<file path="config.mk">
export PLATFORM = sky130hd
export DESIGN_NAME = imem_prefetch
export DESIGN_NICKNAME = d
export VERILOG_FILES = /design/src/rtl/raisin64_pkg.sv /design/src/rtl/imem_prefetch_fifo.sv /design/src/rtl/imem_prefetch.sv
export SDC_FILE = /design/constraint.sdc
export NUM_CORES = 1
export LEC_CHECK = 0
export ABC_CLOCK_PERIOD_IN_PS = 10000
export CAP_MARGIN = 10
export CORE_MARGIN = 2
export CORE_UTILIZATION = 35
export CTS_CLUSTER_SIZE = 10
export DETAILED_ROUTE_END_ITERATION = 10
export PLACE_DENSITY_LB_ADDON = 0.05
export SKIP_CTS_REPAIR_TIMING = 1
export SLEW_MARGIN = 20
export SYNTH_ARGS = -nofsm -noshare
export SYNTH_HDL_FRONTEND = slang
export SYNTH_SLANG_ARGS = --single-unit
</file>
<file path="constraint.sdc">
create_clock -name clk -period 10 [get_ports clk]
set_input_delay 2.5 -clock clk [delete_from_list [all_inputs] [get_ports clk]]
set_output_delay 2.5 -clock clk [all_outputs]
set_load 0.01 [all_outputs]
</file>
<file path="src/rtl/raisin64_pkg.sv">
// Shared definitions for the raisin64 instruction fetch path.
// Provides the fetch word size, prefetch FSM states and queue entry layout.
package raisin64_pkg;

    localparam int INST_WORD_BYTES = 8;
    localparam int ENTRY_W = 128;

    typedef enum logic [1:0] {
        IDLE = 2'd0,
        REQ  = 2'd1,
        DROP = 2'd2
    } pf_state_t;

    typedef struct packed {
        logic [63:0] pc;
        logic [63:0] data;
    } pf_entry_t;

endpackage

</file>
<file path="src/rtl/imem_prefetch_fifo.sv">
// Synchronous DEPTH-entry queue of {pc, word} pairs with a flush input.
// Ports: clk, rst_n, flush, push/push_data, pop, head, count.
module prefetch_fifo
    import raisin64_pkg::*;
#(
    parameter int DEPTH = 4
) (
    input  logic                    clk,
    input  logic                    rst_n,
    input  logic                    flush,
    input  logic                    push,
    input  logic [ENTRY_W-1:0]      push_data,
    input  logic                    pop,
    output logic [ENTRY_W-1:0]      head,
    output logic [$clog2(DEPTH):0]  count
);

    localparam int AW = $clog2(DEPTH);
    localparam int CW = AW + 1;

    logic [ENTRY_W-1:0] mem [DEPTH];
    logic [AW-1:0]      rd_ptr;
    logic [AW-1:0]      wr_ptr;

    assign head = mem[rd_ptr];

    // Data storage needs no reset; count gates every read.
    always_ff @(posedge clk) begin
        if (push && !flush)
            mem[wr_ptr] <= push_data;
    end

    always_ff @(posedge clk or negedge rst_n) begin
        if (!rst_n) begin
            rd_ptr <= '0;
            wr_ptr <= '0;
            count  <= '0;
        end else if (flush) begin
            rd_ptr <= '0;
            wr_ptr <= '0;
            count  <= '0;
        end else begin
            if (push)
                wr_ptr <= wr_ptr + AW'(1);
            if (pop)
                rd_ptr <= rd_ptr + AW'(1);
            unique case ({push, pop})
                2'b10:   count <= count + CW'(1);
                2'b01:   count <= count - CW'(1);
                default: count <= count;
            endcase
        end
    end

endmodule

</file>
<file path="src/rtl/imem_prefetch.sv">
// Instruction prefetcher: one outstanding memory request, results queued.
// Ports: mem_* (memory side), out_* (fetch side), jump_pc/do_jump redirect.
// Optional macro IMEM_PREFETCH_BYPASS_EN forwards a response straight
// to out_* when the queue is empty.
module imem_prefetch
    import raisin64_pkg::*;
#(
    parameter int          DEPTH    = 4,
    parameter logic [63:0] RESET_PC = 64'h0
) (
    input  logic        clk,
    input  logic        rst_n,
    output logic [63:0] mem_addr,
    output logic        mem_addr_valid,
    input  logic [63:0] mem_data,
    input  logic        mem_data_valid,
    output logic [63:0] out_data,
    output logic [63:0] out_pc,
    output logic        out_valid,
    input  logic        out_ready,
    input  logic [63:0] jump_pc,
    input  logic        do_jump
);

    localparam int CW = $clog2(DEPTH) + 1;
    localparam logic [63:0] STEP = 64'(INST_WORD_BYTES);
    localparam logic [63:0] WORD_MASK = ~(STEP - 64'd1);
    localparam logic [63:0] RESET_WORD = RESET_PC & WORD_MASK;

    pf_state_t          state;
    logic [63:0]        fetch_pc;
    logic [63:0]        jump_word;
    logic [CW-1:0]      count;
    logic [CW-1:0]      count_left;
    logic [ENTRY_W-1:0] head_raw;
    pf_entry_t          head;
    pf_entry_t          push_entry;
    logic               resp;
    logic               bypass;
    logic               queued;
    logic               fifo_pop;
    logic               fifo_push;
    logic               room;

    assign jump_word = jump_pc & WORD_MASK;
    assign queued    = count != '0;
    assign resp      = (state == REQ) && mem_data_valid;

`ifdef IMEM_PREFETCH_BYPASS_EN
    assign bypass = resp && !queued;
`else
    assign bypass = 1'b0;
`endif

    assign head      = pf_entry_t'(head_raw);
    assign out_valid = queued || bypass;
    assign out_data  = queued ? head.data
                     : (bypass ? mem_data : '0);
    assign out_pc    = queued ? head.pc
                     : (bypass ? fetch_pc : '0);

    // A redirect wins over both queue ports.
    assign fifo_pop   = queued && out_ready && !do_jump;
    assign fifo_push  = resp && !do_jump
                     && !(bypass && out_ready);
    assign push_entry = '{pc: fetch_pc, data: mem_data};

    assign count_left = count - CW'(fifo_pop);
    assign room       = count_left < CW'(DEPTH);

    prefetch_fifo #(
        .DEPTH(DEPTH)
    ) u_fifo (
        .clk      (clk),
        .rst_n    (rst_n),
        .flush    (do_jump),
        .push     (fifo_push),
        .push_data(push_entry),
        .pop      (fifo_pop),
        .head     (head_raw),
        .count    (count)
    );

    always_ff @(posedge clk or negedge rst_n) begin
        if (!rst_n) begin
            state          <= IDLE;
            fetch_pc       <= RESET_WORD;
            mem_addr       <= RESET_WORD;
            mem_addr_valid <= 1'b0;
        end else begin
            if (do_jump)
                fetch_pc <= jump_word;
            else if (resp)
                fetch_pc <= fetch_pc + STEP;

            unique case (state)
                IDLE: begin
                    if (room) begin
                        state          <= REQ;
                        mem_addr_valid <= 1'b1;
                        mem_addr       <= do_jump ? jump_word
                                                  : fetch_pc;
                    end
                end
                REQ: begin
                    if (mem_data_valid) begin
                        state          <= IDLE;
                        mem_addr_valid <= 1'b0;
                    end else if (do_jump) begin
                        state <= DROP;
                    end
                end
                DROP: begin
                    if (mem_data_valid) begin
                        state          <= IDLE;
                        mem_addr_valid <= 1'b0;
                    end
                end
                default: begin
                    state          <= IDLE;
                    mem_addr_valid <= 1'b0;
                end
            endcase
        end
    end

endmodule

</file>
# Word level (Yosys, flattened, before mapping)
# Memory sizes are Yosys's and may differ from the RTL's.
# Index checks and enable logic that the tools add are counted.
# classes
addsub,6
n_mul,0
div_mod_pow,0
order_cmp,1
n_eq_ne,8
shifts,0
mux,21
bitwise,0
reduce_logical,16
# op_table
cell,n
64-bit 2-to-1 mux,5
"64-bit by 4-bit adder with 64-bit output, second input constant",1
2-bit 2-to-1 mux,8
2-bit case mux with 3 select lines,1
3-bit case mux with 2 select lines,1
2-bit nonzero test,3
3-bit nonzero test,2
1-bit logical AND,5
"2-bit by 1-bit adder with 2-bit output, second input constant",2
"2-bit by 1-bit equality test with 1-bit output, second input constant",2
"2-bit equality test, second input constant",2
1-bit 2-to-1 mux,4
"2-bit inequality test, second input constant",2
2-bit AND reduction,2
"3-bit by 1-bit adder with 3-bit output, second input constant",1
"3-bit < comparator, second input constant",1
3-bit 2-to-1 mux,1
"3-bit inequality test, second input constant",1
3-bit AND reduction,1
3-bit by 1-bit subtractor with 3-bit output,1
"3-bit by 1-bit subtractor with 3-bit output, second input constant",1
2-bit zero test,1
"2-bit by 1-bit inequality test with 1-bit output, second input constant",1
1-bit case mux with 2 select lines,1
other kinds (2),2
# word_totals
reg_bits,138
latch_bits,0
ramBits,512
romBits,0
in_bits,133
elab_cells,60
mem_count,1
# memory_table
memory,depth,word_bits,rd,rd_ports_with_merged_regs,wr,line_no,rtl
u_fifo.mem,4,128,1,0,1,imem_prefetch_fifo.sv:21,logic [ENTRY_W-1:0] mem [DEPTH];

# Longest topological paths before layout
# Gate-level depths: netlist of run 1.
# logic_depth
ltp_word,7
ltp_mapped,11

# Modules after synthesis
# A second synthesis of run 1 with hierarchy kept.
# unflattened
hier_cells,1595
area_unflattened_um2,26372.8
# modules_own_cells
module,instances,cells_each,area_each_um2,seq_area_each_um2
prefetch_fifo,1,710,18894.4,15549.9
imem_prefetch,1,885,7478.4,3153.0

# Worst setup path before layout of run 1
# No wires, ideal clock.
# synth_path
kind,input-to-reg
from,in do_jump
to,"mem u_fifo.mem[3][0], enable pin"
setup_ns,0.500
arrival_time_ns,6.064
slack_ns,3.436
stages,4
n_path_buf,2
cell_sequence,inv_1 clkbuf_1 clkbuf_1 and3_1
# synth_via
elab_chain_cells,5
# synth_lines
item,line_no,rtl
start: declaration,imem_prefetch.sv:22,input logic do_jump
1-bit zero test (*),"imem_prefetch_fifo.sv:29, imem_prefetch.sv:64",
1-bit logical AND,imem_prefetch.sv:64,assign fifo_push = resp && !do_jump
1-bit logical AND (*),imem_prefetch_fifo.sv:29,if (push && !flush)
1-bit 2-to-1 mux (*),imem_prefetch_fifo.sv:29,
1-bit 2-to-1 mux (implied by the code) (*),imem_prefetch_fifo.sv:30,mem[wr_ptr] <= push_data;
end: declaration,imem_prefetch_fifo.sv:21,
# Every way passes the cells marked *; elsewhere a longest branch is shown, timed or not.

# Worst setup path after layout of run 1
# layout_path
from,reg u_fifo.rd_ptr[0]
to,out out_pc[12]
# layout_via
elab_chain_cells,2
# layout_lines
item,line_no,rtl
start: declaration,imem_prefetch_fifo.sv:22,logic [AW-1:0] rd_ptr;
start signal: assignment,imem_prefetch_fifo.sv:46,rd_ptr <= rd_ptr + AW'(1);
memory read 4 x 128 bit,--,
64-bit 2-to-1 mux,imem_prefetch.sv:59,assign out_pc = queued ? head.pc
end: declaration,imem_prefetch.sv:18,"output logic [63:0] out_pc,"
# No other way between the ends.

==> results.toml, run 1 <==
[detailed_routing]
first_pass_iters = 5
wire_per_inst_um = 23.9
drt-initial-drc-count = 861
drcViolationCount = 0
drt-total-wl_um = 69500
ant_nets = 0
vias_per_cell = 5.14
num_vias = 15000

[global_route]
grt_start_max_net_pins = 110
grt_overflow = 0
grt_first_pass_wirelength_um = 102000
grt_pass1_vias = 15600
antenna_found_initial = 4
grt_usage = 0.184

[place]
io_buffer_count = 320
gp_congestion = 0.760
dp_hpwl_um = 41800

[yosys]
synthFlopType = "edfxtp_1"
synth_top_cells_by_area = "edfxtp_1, dfrtp_1, mux4_2"
synth.most_common_cell = "edfxtp_1"
seq_area_frac_synth = 0.713
ys_seq_elements = 633
synth_edf_count = 500
yosysUniqueCellTypes = 61
synthTopCellsByCount = "edfxtp_1, nand2_1, dfrtp_1"
syn_avg_cell_area_sq_um = 16.3
synth_top_area_frac = 0.584
synth_area_sq_mm = 0.0257
ys.warnings.count = 0
synth_cells = 1575
synth_area_leader_cell = "edfxtp_1"
async_flop_share = 0.210

[clocking]
clk_latency_ns = 0.60
cts_tree = "done"
clkTransAtPathRegs_ns = 0.06
cts_made_buffers = 75
htree_levels = 3
cts_max_path_buffers = 3
cts.root.buffer_cell = "clkbuf_16"
cts_sinks = 633

[layout]
nFillCells = 6553
final_core_utilization = 0.443
drive_gt1_frac = 0.135
area_growth_pct = 25.4
nets = 2047

[sta]
final-hold-violation-count = 0
clock_skew_ns = 0.0195
worstMarginPinSlew_ns = 1.09
hold_slack_ns = 0.478
tns_ns = 0
fmax_mhz = 164
slew_violations = 0
slew_headroom = 0.275
period_share = 0.610
rsz0062_at_grt = "false"
setup_viol = 0
min_period_ns = 6.10

[floorplanning]
dieArea_sq_mm = 0.0756
io_pins = 327
fp.dieH_um = 275
start_util = 0.353
dieWidth_um = 275
rows = 99
core_area_sq_mm = 0.0728

[power]
total_power_uw = 8530
p_int_uw = 5950
leakagePower_uw = 0.0107
swShare = 0.302
cellPowerDensity_mw_per_mm2 = 265
vdd_drop_max_mv = 0.130
power_switching_uw = 2580
comb_power_share = 0.310
seqPwrFrac = 0.395
clkPwrFrac = 0.295

[worst_setup_path]
path_class = "register to output pin"
critPathTopFamily = "buffers and inverters"
cp-end-kind = "output pin"
cpPeakStageDelay_ns = 0.72
crit_path_top_delay_cell = "dfrtp_4"
path_cells = "buf_12 -> buf_16 -> mux4_2 -> and2_1 -> clkdlybuf4s50_1"
crit_required_ns = 7.50
cp_num_buf_inv = 3
cp.arrival_ns = 3.60
start_kind = "register"
crit_path_max_fanout = 71

[min_path]
hold_path.class = "register to register"

[job]
drv_cap = 0

[outcome]
status = "complete, no violations"
==> through the flow <==
| stage | instances | cell area (sq um) | worst slack (ns) |
|---|---|---|---|
| 2_1_floorplan | 1577 | 25700 | 3.44 |
| 3_3_place_gp | 2785 | 30000 | 3.78 |
| 3_5_place_dp | 2786 | 30000 | 3.78 |
| 4_1_cts | 2911 | 32200 | 3.78 |
| 5_1_grt | 2912 | 32200 | 3.65 |
| 6_report | 2915 | 32200 | 3.90 |
==> per-layer routing <==
layer	part of all wire	GRT usage	vias up	routed length (um)
li1	-	-	6734	-
met1	0.44	0.252	7725	30800
met2	0.48	0.297	401	33500
met3	0.051	0.0352	111	3520
met4	0.024	0.0575	4	1640
met5	0.00036	0	-	25
==> logic make-up after synthesis <==
family / Yosys count / share of synthesized area
buffers and inverters: 110 / 0.0175
AOI/OAI and AO/OA: 147 / 0.0355
adders and majority gates: 9 / 0.00467
xor gates and xnor gates: 24 / 0.00818
muxes: 154 / 0.121
other: 1 / 0.000146
DFF: 633 / 0.713
and+or+nand+nor: 497 / 0.0994
==> flip-flops by register name, summed over array words and instances, names as in the netlist <==
name and count:
mem_addr 62, u_fifo.wr_ptr 2, mem_addr_valid 1, u_fifo.count 3
fetch_pc 61, u_fifo.rd_ptr 2, u_fifo.mem 500, state 2
==> worst paths after layout <==
kind / start / endpoint / slack [ns] / depth (start not counted)
setup / recovery: u_fifo.rd_ptr[0] / out_pc[12] / 3.90 / 5
hold / removal: mem_addr[63] / mem_addr[63] / 0.48 / 2
setup reg to reg: state[1] / u_fifo.mem[2][108] / 6.32 / 5
hold reg to reg: mem_addr[63] / mem_addr[63] / 0.48 / 2
max in group asynchronous: rst_n / u_fifo.rd_ptr[0] / 6.77 / 2
min in group asynchronous: rst_n / mem_addr[37] / 1.99 / 1
==> worst min-delay path: stages (launching register included) <==
cell     delay, ns
dfrtp_1       0.33
nand2_1       0.05
o31ai_1       0.06
==> cell type report <==
type                            count  area [sq um]  share of cell area
Sequential cell                   633         18400               0.569
Multi-Input combinational cell    834          6960               0.216
Timing Repair Buffer              339          3420               0.106
Clock buffer                      119          2160              0.0669
Tap cell                          959          1200              0.0372
Inverter                           22          82.6             0.00256
Clock inverter                      6          67.6             0.00210
Antenna cell                        3          7.51            0.000233
==> power groups by stage <==
stage | Sequential (uW) | Clock, uW | Combinational [uW]
after floorplan | 3390 | 0 | 1270
after global placement | 3420 | 0 | 2710
after detailed placement | 3420 | 0 | 2720
after CTS | 3380 | 2590 | 2730
after global routing | 3410 | 2690 | 2890
final | 3370 | 2520 | 2650
==> layout by cell type (no fill, tap or decap), types with 4 or more instances in the layout <==
cell and n:
buf_4 15, o21ai_0 51, and2_1 131, dfrtp_1 131, and3_4 4, ha_1 8
xor2_1 14, mux2i_1 20, a211oi_1 7, nand4_1 21, nor2_1 88, edfxtp_1 500
or3_1 5, nor4_1 17, o31ai_1 6, xnor2_1 10, nand2_1 137, clkdlybuf4s50_1 318
nand3_1 28, and3_1 10, o211ai_1 4, inv_1 21, mux2_2 9, nor3_1 29
nor2b_1 4, clkbuf_16 79, a21oi_1 17, a221oi_1 5, clkbuf_1 37, mux4_2 125
a31oi_1 36
(Power assumes the default switching activity.)
==> run 2, diff against run 1 <==
--- a/config.mk
+++ b/config.mk
@@ -5,7 +5,7 @@
 export SDC_FILE = /design/constraint.sdc
 export NUM_CORES = 1
 export LEC_CHECK = 0
-export ABC_CLOCK_PERIOD_IN_PS = 10000
+export ABC_CLOCK_PERIOD_IN_PS = 5260
 export CAP_MARGIN = 10
 export CORE_MARGIN = 2
 export CORE_UTILIZATION = 35
==> constraint.sdc (replaced) <==
create_clock -name clk -period 5.26 [get_ports clk]
set_input_delay 1.315 -clock clk [delete_from_list [all_inputs] [get_ports clk]]
set_output_delay 1.315 -clock clk [all_outputs]
set_load 0.01 [all_outputs]
==> run 2 against run 1 <==
  * Worst hold slack gained 0.0047 ns
  * Clock-buffer cell count shrank 9
  * Core utilization grew 0.15 points
  * Sequential share of layout area shrank 0.19 points
  * Via count up 1.1%
  * Sequential power rose by 91%
  * Sequential cell count stayed put
  * Cell area increased by 0.33%
  * Clock skew decreased by 0.0018 ns
  * Clock power up 87%
  * Non-clock buffer count rose by 12
  * Critical path depth decreased by 1
==> results.toml, run 2 (synthesized netlist as in run 1, its figures left out) <==
[global_route]
grt_overflow = 0
antenna_found_initial = 2
grt_usage = 0.186
grt_start_max_net_pins = 88
grt_pass1_vias = 15700
grt_first_pass_wirelength_um = 103000

[sta]
period_share = 0.868
setup_viol = 0
tns_ns = 0
hold_slack_ns = 0.483
final-hold-violation-count = 0
worstMarginPinSlew_ns = 1.01
slew_violations = 0
rsz0062_at_grt = "false"
slew_headroom = 0.318
clock_skew_ns = 0.0177
fmax_mhz = 219
min_period_ns = 4.57

[worst_setup_path]
path_class = "register to output pin"
path_cells = "buf_4 -> mux4_2 -> and2_1 -> clkdlybuf4s50_1"
cpPeakStageDelay_ns = 0.87
critPathTopFamily = "buffers and inverters"
cp_num_buf_inv = 2
cp-end-kind = "output pin"
cp.arrival_ns = 3.25
crit_required_ns = 3.94
crit_path_max_fanout = 27
start_kind = "register"
crit_path_top_delay_cell = "dfrtp_4"

[clocking]
cts_max_path_buffers = 3
cts_made_buffers = 76
cts_sinks = 633
htree_levels = 3
cts.root.buffer_cell = "clkbuf_16"
clk_latency_ns = 0.61
cts_tree = "done"
clkTransAtPathRegs_ns = 0.05

[layout]
largest_reg_flops = 500
reg_top3 = "u_fifo.mem: 500 flops, mem_addr: 62 flops, fetch_pc: 61 flops"
drive_gt1_frac = 0.140
nFillCells = 6538
layout_commonest_cell = "edfxtp_1"
nets = 2060
layout.cells.non_filler = 2921
regMostFlops = "u_fifo.mem"
final_cell_mix = "edfxtp_1, clkdlybuf4s50_1, nand2_1, and2_1, dfrtp_1"
stdcell_area_sq_mm = 0.0324
area_growth_pct = 25.8

[detailed_routing]
drt-total-wl_um = 70200
first_pass_iters = 8
num_vias = 15100
drt-initial-drc-count = 905
ant_nets = 0
vias_per_cell = 5.18
wire_per_inst_um = 24.0
drcViolationCount = 0

[floorplanning]
rows = 99
dieArea_sq_mm = 0.0756
core_area_sq_mm = 0.0728
start_util = 0.353
io_pins = 327
fp.dieH_um = 275
dieWidth_um = 275

[place]
io_buffer_count = 320
gp_congestion = 0.783
dp_hpwl_um = 43600
placed_area_sq_mm = 0.0302
placedCellCount = 2799

[outcome]
status = "complete, no violations"

[power]
total_power_uw = 16200
vdd_drop_max_mv = 0.287
leakagePower_uw = 0.0108
cellPowerDensity_mw_per_mm2 = 501

[min_path]
hold_path.class = "register to register"

[job]
drv_cap = 0
## run 2: power by group
part	internal, uW	total (uW)	switching, uW
Clock	2740	4700	1960
Sequential	5970	6420	452
Combinational	2590	5070	2480
## run 2: metrics by stage
| step | worst slack [ns] | util |
|---|---|---|
| floorplan | 1.32 | - |
| global placement | 1.23 | 0.414 |
| detailed placement | 1.23 | 0.414 |
| CTS | 0.570 | 0.444 |
| global route | 0.497 | 0.444 |
| finish | 0.692 | 0.444 |
## run 2: area by class of cell
| class | instances | area, sq um | area share |
|---|---|---|---|
| Clock buffer | 110 | 2090 | 0.0647 |
| Tap cell | 959 | 1200 | 0.0371 |
| Sequential cell | 633 | 18400 | 0.567 |
| Antenna cell | 1 | 2.50 | 0.0000773 |
| Clock inverter | 11 | 86.3 | 0.00267 |
| Timing Repair Buffer | 351 | 3580 | 0.111 |
| Multi-Input combinational cell | 834 | 6960 | 0.215 |
| Inverter | 22 | 82.6 | 0.00255 |
## run 2: worst register-to-register path: stages (launching register included)
cell and delay (ns):
dfrtp_1 0.66, nand3_4 0.19, nor4_1 0.74, nand3_1 0.50, nor4_1 0.79, a31oi_1 0.15
a21boi_1 0.15
## run 2: final timing paths
check | from | end | slack, ns | cells after the start
min in group asynchronous | rst_n | mem_addr[44] | 0.80 | 1
hold reg to reg | mem_addr[31] | mem_addr[31] | 0.48 | 2
hold / removal | mem_addr[31] | mem_addr[31] | 0.48 | 2
max in group asynchronous | rst_n | mem_addr[17] | 3.35 | 2
setup reg to reg | fetch_pc[26] | fetch_pc[62] | 1.96 | 6
setup / recovery | u_fifo.rd_ptr[0] | out_pc[26] | 0.69 | 4
## run 2: routing by layer
metal  vias to the layer above  GRT usage  part of all wire
met5                         -          0           0.00034
met4                         4     0.0488             0.018
met3                        88     0.0320             0.051
met2                       386      0.304              0.48
met1                      7916      0.258              0.45
li1                       6743          -                 -
